### config.mk
export PLATFORM = sky130hd
export DESIGN_NAME = pcie_tlp_bridge
export DESIGN_NICKNAME = d
export VERILOG_FILES = /design/src/rtl/pcie_tlp_bridge.sv
export SDC_FILE = /design/constraint.sdc
export NUM_CORES = 2
export LEC_CHECK = 0
export BUFFER_PORTS_ARGS = -buffer_cell sky130_fd_sc_hd__buf_2
export CORE_AREA = 2 2 546 548
export CTS_CLUSTER_DIAMETER = 100
export DETAILED_ROUTE_END_ITERATION = 8
export DIE_AREA = 0 0 548 550
export REMOVE_ABC_BUFFERS = 1
export SLEW_MARGIN = 20
export SYNTH_ARGS = -nofsm -noshare
export SYNTH_HDL_FRONTEND = slang
export SYNTH_SLANG_ARGS = --single-unit
### constraint.sdc
create_clock -name clk -period 41.9 [get_ports clk]
set_clock_uncertainty 0.1 [all_clocks]
set_input_delay 8.38 -clock clk [delete_from_list [all_inputs] [get_ports clk]]
set_output_delay 8.38 -clock clk [all_outputs]
set_load 0.05 [all_outputs]
### src/rtl/pcie_tlp_bridge.sv
// PCIe TLP bridge: 3-DW header over APB, single-beat AXI payload writes
// into a 1024-bit buffer, decoded fields and payload to the TLP packer.
module pcie_tlp_bridge #(
    parameter int AXI_ID_WIDTH = 4
) (
    input  logic                    clk,
    input  logic                    rst_n,
    input  logic                    psel,
    input  logic                    penable,
    input  logic                    pwrite,
    input  logic [31:0]             paddr,
    input  logic [31:0]             pwdata,
    output logic [31:0]             prdata,
    output logic                    pready,
    output logic                    pslverr,
    input  logic [AXI_ID_WIDTH-1:0] awid,
    input  logic [31:0]             awaddr,
    input  logic [7:0]              awlen,
    input  logic [2:0]              awsize,
    input  logic [1:0]              awburst,
    input  logic                    awvalid,
    output logic                    awready,
    input  logic [AXI_ID_WIDTH-1:0] wid,
    input  logic [127:0]            wdata,
    input  logic [15:0]             wstrb,
    input  logic                    wlast,
    input  logic                    wvalid,
    output logic                    wready,
    output logic [AXI_ID_WIDTH-1:0] bid,
    output logic [1:0]              bresp,
    output logic                    bvalid,
    input  logic                    bready,
    output logic [2:0]              header_fmt_o,
    output logic [4:0]              header_type_o,
    output logic [2:0]              header_tc_o,
    output logic [8:0]              header_length_o,
    output logic [15:0]             header_requestID_o,
    output logic [15:0]             header_completID_o,
    output logic [1023:0]           data_out,
    output logic [31:0]             addr_out
);

    localparam logic [1:0] IDLE    = 2'd0;
    localparam logic [1:0] WAIT_W  = 2'd1;
    localparam logic [1:0] WAIT_AW = 2'd2;
    localparam logic [1:0] RESP    = 2'd3;

    logic [31:0] dw0_q, dw1_q, dw2_q;
    logic [31:0] dw0_d, dw1_d, dw2_d;
    logic [1:0]  state_q, state_d;
    logic [31:0] addr_q, addr_d;
    logic [AXI_ID_WIDTH-1:0] bid_q, bid_d;
    logic [1:0]  bresp_q, bresp_d;
    logic        bvalid_q, bvalid_d;
    logic [127:0] wdata_q, wdata_d;
    logic [15:0] wstrb_q, wstrb_d;
    logic [1023:0] data_q, data_d;

    logic        apb_access;
    logic        apb_bad;
    logic        apb_wr;
    logic        aw_hs;
    logic        w_hs;
    logic        commit;
    logic [31:0] addr_eff;
    logic [127:0] wdata_eff;
    logic [15:0] wstrb_eff;
    logic [2:0]  slot_eff;

    // Burst controls and W ID are ignored: every transfer is one beat.
    logic unused_ok;
    assign unused_ok = ^{awlen, awsize, awburst, wlast, wid,
                         paddr[31:4], paddr[1:0]};

    // ---------------- APB header registers ----------------
    assign apb_access = psel & penable;
    assign apb_bad    = (paddr[3:2] == 2'd3);
    assign apb_wr     = apb_access & pwrite & ~apb_bad;
    assign pready     = 1'b1;
    assign pslverr    = apb_access & apb_bad;

    always_comb begin
        prdata = 32'h0;
        case (paddr[3:2])
            2'd0:    prdata = dw0_q;
            2'd1:    prdata = dw1_q;
            2'd2:    prdata = dw2_q;
            default: prdata = 32'h0;
        endcase
    end

    always_comb begin
        dw0_d = dw0_q;
        dw1_d = dw1_q;
        dw2_d = dw2_q;
        if (apb_wr) begin
            case (paddr[3:2])
                2'd0:    dw0_d = pwdata;
                2'd1:    dw1_d = pwdata;
                2'd2:    dw2_d = pwdata;
                default: ;
            endcase
        end
    end

    assign header_fmt_o       = dw0_q[31:29];
    assign header_type_o      = dw0_q[28:24];
    assign header_tc_o        = dw0_q[22:20];
    assign header_length_o    = dw0_q[8:0];
    assign header_requestID_o = dw1_q[31:16];
    assign header_completID_o = dw2_q[31:16];

    // ---------------- AXI write FSM ----------------
    assign awready = (state_q == IDLE) | (state_q == WAIT_AW);
    assign wready  = (state_q == IDLE) | (state_q == WAIT_W);
    assign aw_hs   = awvalid & awready;
    assign w_hs    = wvalid & wready;

    always_comb begin
        state_d = state_q;
        case (state_q)
            IDLE: begin
                if (aw_hs && w_hs)  state_d = RESP;
                else if (aw_hs)     state_d = WAIT_W;
                else if (w_hs)      state_d = WAIT_AW;
            end
            WAIT_W:  if (w_hs)   state_d = RESP;
            WAIT_AW: if (aw_hs)  state_d = RESP;
            RESP:    if (bready) state_d = IDLE;
            default: state_d = IDLE;
        endcase
    end

    assign commit = (state_q != RESP) && (state_d == RESP);

    // The completing handshake's values are used directly this cycle.
    assign addr_eff  = aw_hs ? awaddr : addr_q;
    assign wdata_eff = w_hs ? wdata : wdata_q;
    assign wstrb_eff = w_hs ? wstrb : wstrb_q;
    assign slot_eff  = addr_eff[6:4];

    always_comb begin
        addr_d  = addr_q;
        bid_d   = bid_q;
        wdata_d = wdata_q;
        wstrb_d = wstrb_q;
        bresp_d = bresp_q;
        if (aw_hs) begin
            addr_d = awaddr;
            bid_d  = awid;
        end
        if (w_hs) begin
            wdata_d = wdata;
            wstrb_d = wstrb;
        end
        if (commit) begin
            bresp_d = 2'b00;
        end
    end

    always_comb begin
        bvalid_d = bvalid_q;
        if (commit) begin
            bvalid_d = 1'b1;
        end else if (bvalid_q && bready) begin
            bvalid_d = 1'b0;
        end
    end

    always_comb begin
        data_d = data_q;
        if (commit) begin
            for (int b = 0; b < 16; b++) begin
                if (wstrb_eff[b]) begin
                    data_d[128*int'(slot_eff) + 8*b +: 8] =
                        wdata_eff[8*b +: 8];
                end
            end
        end
    end

    assign bid      = bid_q;
    assign bresp    = bresp_q;
    assign bvalid   = bvalid_q;
    assign data_out = data_q;
    assign addr_out = addr_q;

    // rst_n is active-high in this codebase despite its name.
    always_ff @(posedge clk or posedge rst_n) begin
        if (rst_n) begin
            dw0_q    <= 32'h0;
            dw1_q    <= 32'h0;
            dw2_q    <= 32'h0;
            state_q  <= IDLE;
            addr_q   <= 32'h0;
            bid_q    <= '0;
            bresp_q  <= 2'b00;
            bvalid_q <= 1'b0;
            wdata_q  <= 128'h0;
            wstrb_q  <= 16'h0;
            data_q   <= '0;
        end else begin
            dw0_q    <= dw0_d;
            dw1_q    <= dw1_d;
            dw2_q    <= dw2_d;
            state_q  <= state_d;
            addr_q   <= addr_d;
            bid_q    <= bid_d;
            bresp_q  <= bresp_d;
            bvalid_q <= bvalid_d;
            wdata_q  <= wdata_d;
            wstrb_q  <= wstrb_d;
            data_q   <= data_d;
        end
    end

endmodule

==> results_dict.tcl <==
set metrics [dict create \
    status "finished, final reports clean" \
    pwr-share-comb_pct 50.6 \
    ir_drop_uv 66.3 \
    vias_per_cell 4.11 \
    path_cells "buf_2, nor2b_2, buf_4, nand2_1, o21ai_0, buf_2" \
    tightest_slew_ps 1110 \
    cts_tree "yes" \
    clockBufferDepth 4 \
    powerDensity_mw_per_mm2 102 \
    coreArea_mm2 0.296 \
    post_cts_resized 0 \
    crit_arrival_ps 10540 \
    drcViolationCount 0 \
    cp.required_ps 33420 \
    worstPathMaxFanout 37 \
    drive_gt1_share_pct 57.1 \
    power_switching_share_pct 52.1 \
    htreeDepth 4 \
    reg2reg_to "data_out[150]$_DFFE_PP0P_" \
    grt_usage_pct 16.2 \
    synth_ff_type "dfrtp_1" \
    final.setup.worst_slack_ps 22880 \
    final_cells 9110 \
    dp_slack_ps 22960 \
    clk_pin_slew_ps 60 \
    maxSlewViolCount 0 \
    clock_sinks 1303 \
    power_frac_clock_pct 20.1 \
    r2r_setup_slack_ps 37110 \
    rsz0062_at_grt "false" \
    ys_ff_latch 1303 \
    criticalPathCategory "in2out" \
    die_w_um 548 \
    synth_area_mm2 0.0522 \
    hold_path.class "reg2reg" \
    pwr-share-seq_pct 29.2 \
    wl_um 252000 \
    cpMostUsedCell "buf_2" \
    io_pins 1421 \
    grt_pass1_wl_um 339000 \
    wl_per_cell_um 27.7 \
    clk_latency_ps 820 \
    gr-total-overflow 0 \
    path_depth 6 \
    fmax_mhz 52.6 \
    synth-async-reset-ratio_pct 100 \
    finalNetCount 5306 \
    syn_avg_cell_area_um2 14.3 \
    cts_setup_buffers 0 \
    totalPowerFinal_uw 7000 \
    switching_power_uw 3650 \
    finalCritPeriodShare_pct 45.4 \
    numPortBuffers 1369 \
    yosys_warnings 0 \
    fp.dieH_um 550 \
    p_leak_uw 0.0363 \
    cts_buffers 155 \
    gp_congestion 0.885 \
    die-area_mm2 0.301 \
    maxCapViolCount 0 \
    antenna_found_initial 61 \
    start_util_pct 17.6 \
    hold_violations 0 \
    cp-endpoint "prdata[21]" \
    whs_ps 393 \
    reg2reg_from "state_q[0]$_DFF_PP0_" \
    synthDistinctLibCells 47 \
    ant_nets 0 \
    fillers 31295 \
    grt_pass1_vias 38899 \
    cp-startpoint "paddr[3]" \
    place.detailed.hpwl_um 194000 \
    max_stage_delay_ps 650 \
    fin_crit_ps 19020 \
    setup-tns-final_ps 0 \
    setup.worst_path.end_class "output port" \
    start_kind "primary input" \
    drt-initial-drc-count 2713 \
    hold_buffers 0 \
    setup_viol 0 \
    dr.pass1.iters 5 \
    reg2regPathDepth 8 \
    netlist_instances 3652 \
    yosysSeqAreaShare_pct 62.5 \
    area_delta_synth_final_pct 31.8 \
    synth_edf_count 0 \
    internal_power_uw 3350 \
    cts_root_buf "clkbuf_16" \
    critPathBufInv 3 \
    vias 37437 \
    critPathSlowestCell "nor2b_2" \
    rows 200 \
    slew-limit-headroom_pct 26.2 \
    grt_max_degree 130 \
    critPathTopFamily "buffers and inverters" \
    dp_cells 8815 \
]
## cells by family (layout without fill, tap and decap cells)
kind of cell | Yosys count | after routing | synth area share [%]
DFF | 1303 | 1303 | 62.5
and+or+nand+nor | 879 | 879 | 8.58
other | 2 | 34 | 0.0144
AOI/OAI and AO/OA | 77 | 77 | 1.20
adders and majority gates | 3 | 3 | 0.0720
muxes | 1189 | 1189 | 25.6
buffers and inverters | 199 | 1686 | 1.97
## cell type report
cell class | instances | area [µm²] | share of cell area [%]
timing repair buffer | 1414 | 7230 | 10.5
multi-input combinational | 2151 | 18600 | 27.1
inverter | 8 | 47.5 | 0.0692
antenna | 31 | 77.6 | 0.113
tap | 3939 | 4930 | 7.17
clock buffer | 207 | 4360 | 6.35
clock inverter | 57 | 891 | 1.30
sequential | 1303 | 32600 | 47.4
## Yosys cell counts, drive strengths merged, types with 3 or more instances
cell type     n  area (µm²)
nand2b       11        68.8
nor2b        11        76.3
nor2        103         717
ha            3        37.5
and3b         3        26.3
mux2i        36         393
inv           8        30.0
buf          96         642
nand2       494        1950
dfrtp      1303       32600
a22o         23         201
a22oi        15         196
clkbuf       95         357
and2          3        18.8
and3        244        1530
o21ai        33         165
mux2       1153       13000
## metal layers
metal  wire, µm  global-route usage [%]  part of all wire (%)
met2     117000                    26.3                    46
met3      27500                    6.64                    11
met1      97100                    18.9                    38
met5        130                       0                 0.052
met4      10500                    6.28                   4.2
## per-stage QoR
stage | area (µm²) | utilization [%]
floorplan | 51200 | -
global placement | 63400 | 21.5
detailed placement | 63400 | 21.5
CTS | 68700 | 23.2
global route | 68700 | 23.2
finish | 68800 | 23.3
## layout by cell type (no fill, tap or decap), drive strengths merged
| master | instances |
|---|---|
| nand3 | 1 |
| nor3b | 2 |
| a22oi | 15 |
| nor2b | 11 |
| conb | 3 |
| and4 | 2 |
| nor3 | 1 |
| nand2 | 494 |
| dfrtp | 1303 |
| or4b | 1 |
| o31ai | 1 |
| bufinv | 15 |
| a22o | 23 |
| or2 | 1 |
| mux2 | 1153 |
| mux2i | 36 |
| diode | 31 |
| a31oi | 2 |
| and2 | 3 |
| buf | 1414 |
| and3 | 244 |
| clkbuf | 207 |
| inv | 21 |
| nor2 | 103 |
| clkinvlp | 4 |
| nor4b | 1 |
| o21ai | 33 |
| nand3b | 1 |
| and3b | 3 |
| a21oi | 1 |
| nand2b | 11 |
| a32oi | 1 |
| o22ai | 1 |
| ha | 3 |
| clkinv | 25 |
## flip-flops by register name (all words and copies together) (netlist names)
| register | flops |
|---|---|
| wstrb_q | 16 |
| dw2_q | 32 |
| dw0_q | 32 |
| bid | 4 |
| data_out | 1024 |
| addr_out | 32 |
| bvalid | 1 |
| dw1_q | 32 |
| wdata_q | 128 |
| state_q | 2 |
## power groups by stage
stage | Sequential (µW) | Combinational [µW] | Clock (µW)
after floorplan | 3510 | 787 | 0
after global placement | 2030 | 3550 | 0
after detailed placement | 2060 | 3570 | 0
after CTS | 2040 | 3580 | 1440
after global routing | 2100 | 3670 | 1490
final | 2050 | 3550 | 1410
## worst min-delay path by stage
stage                                          from                         to  slack [ps]  cells after the start
after detailed placement  data_out[836]$_DFFE_PP0P_  data_out[836]$_DFFE_PP0P_         380                      1
final                     data_out[827]$_DFFE_PP0P_  data_out[827]$_DFFE_PP0P_         390                      1
after global placement    data_out[442]$_DFFE_PP0P_  data_out[442]$_DFFE_PP0P_         370                      1
after global routing      data_out[175]$_DFFE_PP0P_  data_out[175]$_DFFE_PP0P_         400                      1
after floorplan                wstrb_q[0]$_DFF_PP0_       wstrb_q[0]$_DFF_PP0_         360                      2
after CTS                 data_out[442]$_DFFE_PP0P_  data_out[442]$_DFFE_PP0P_         390                      1
Power figures use the tool's default switching activity.
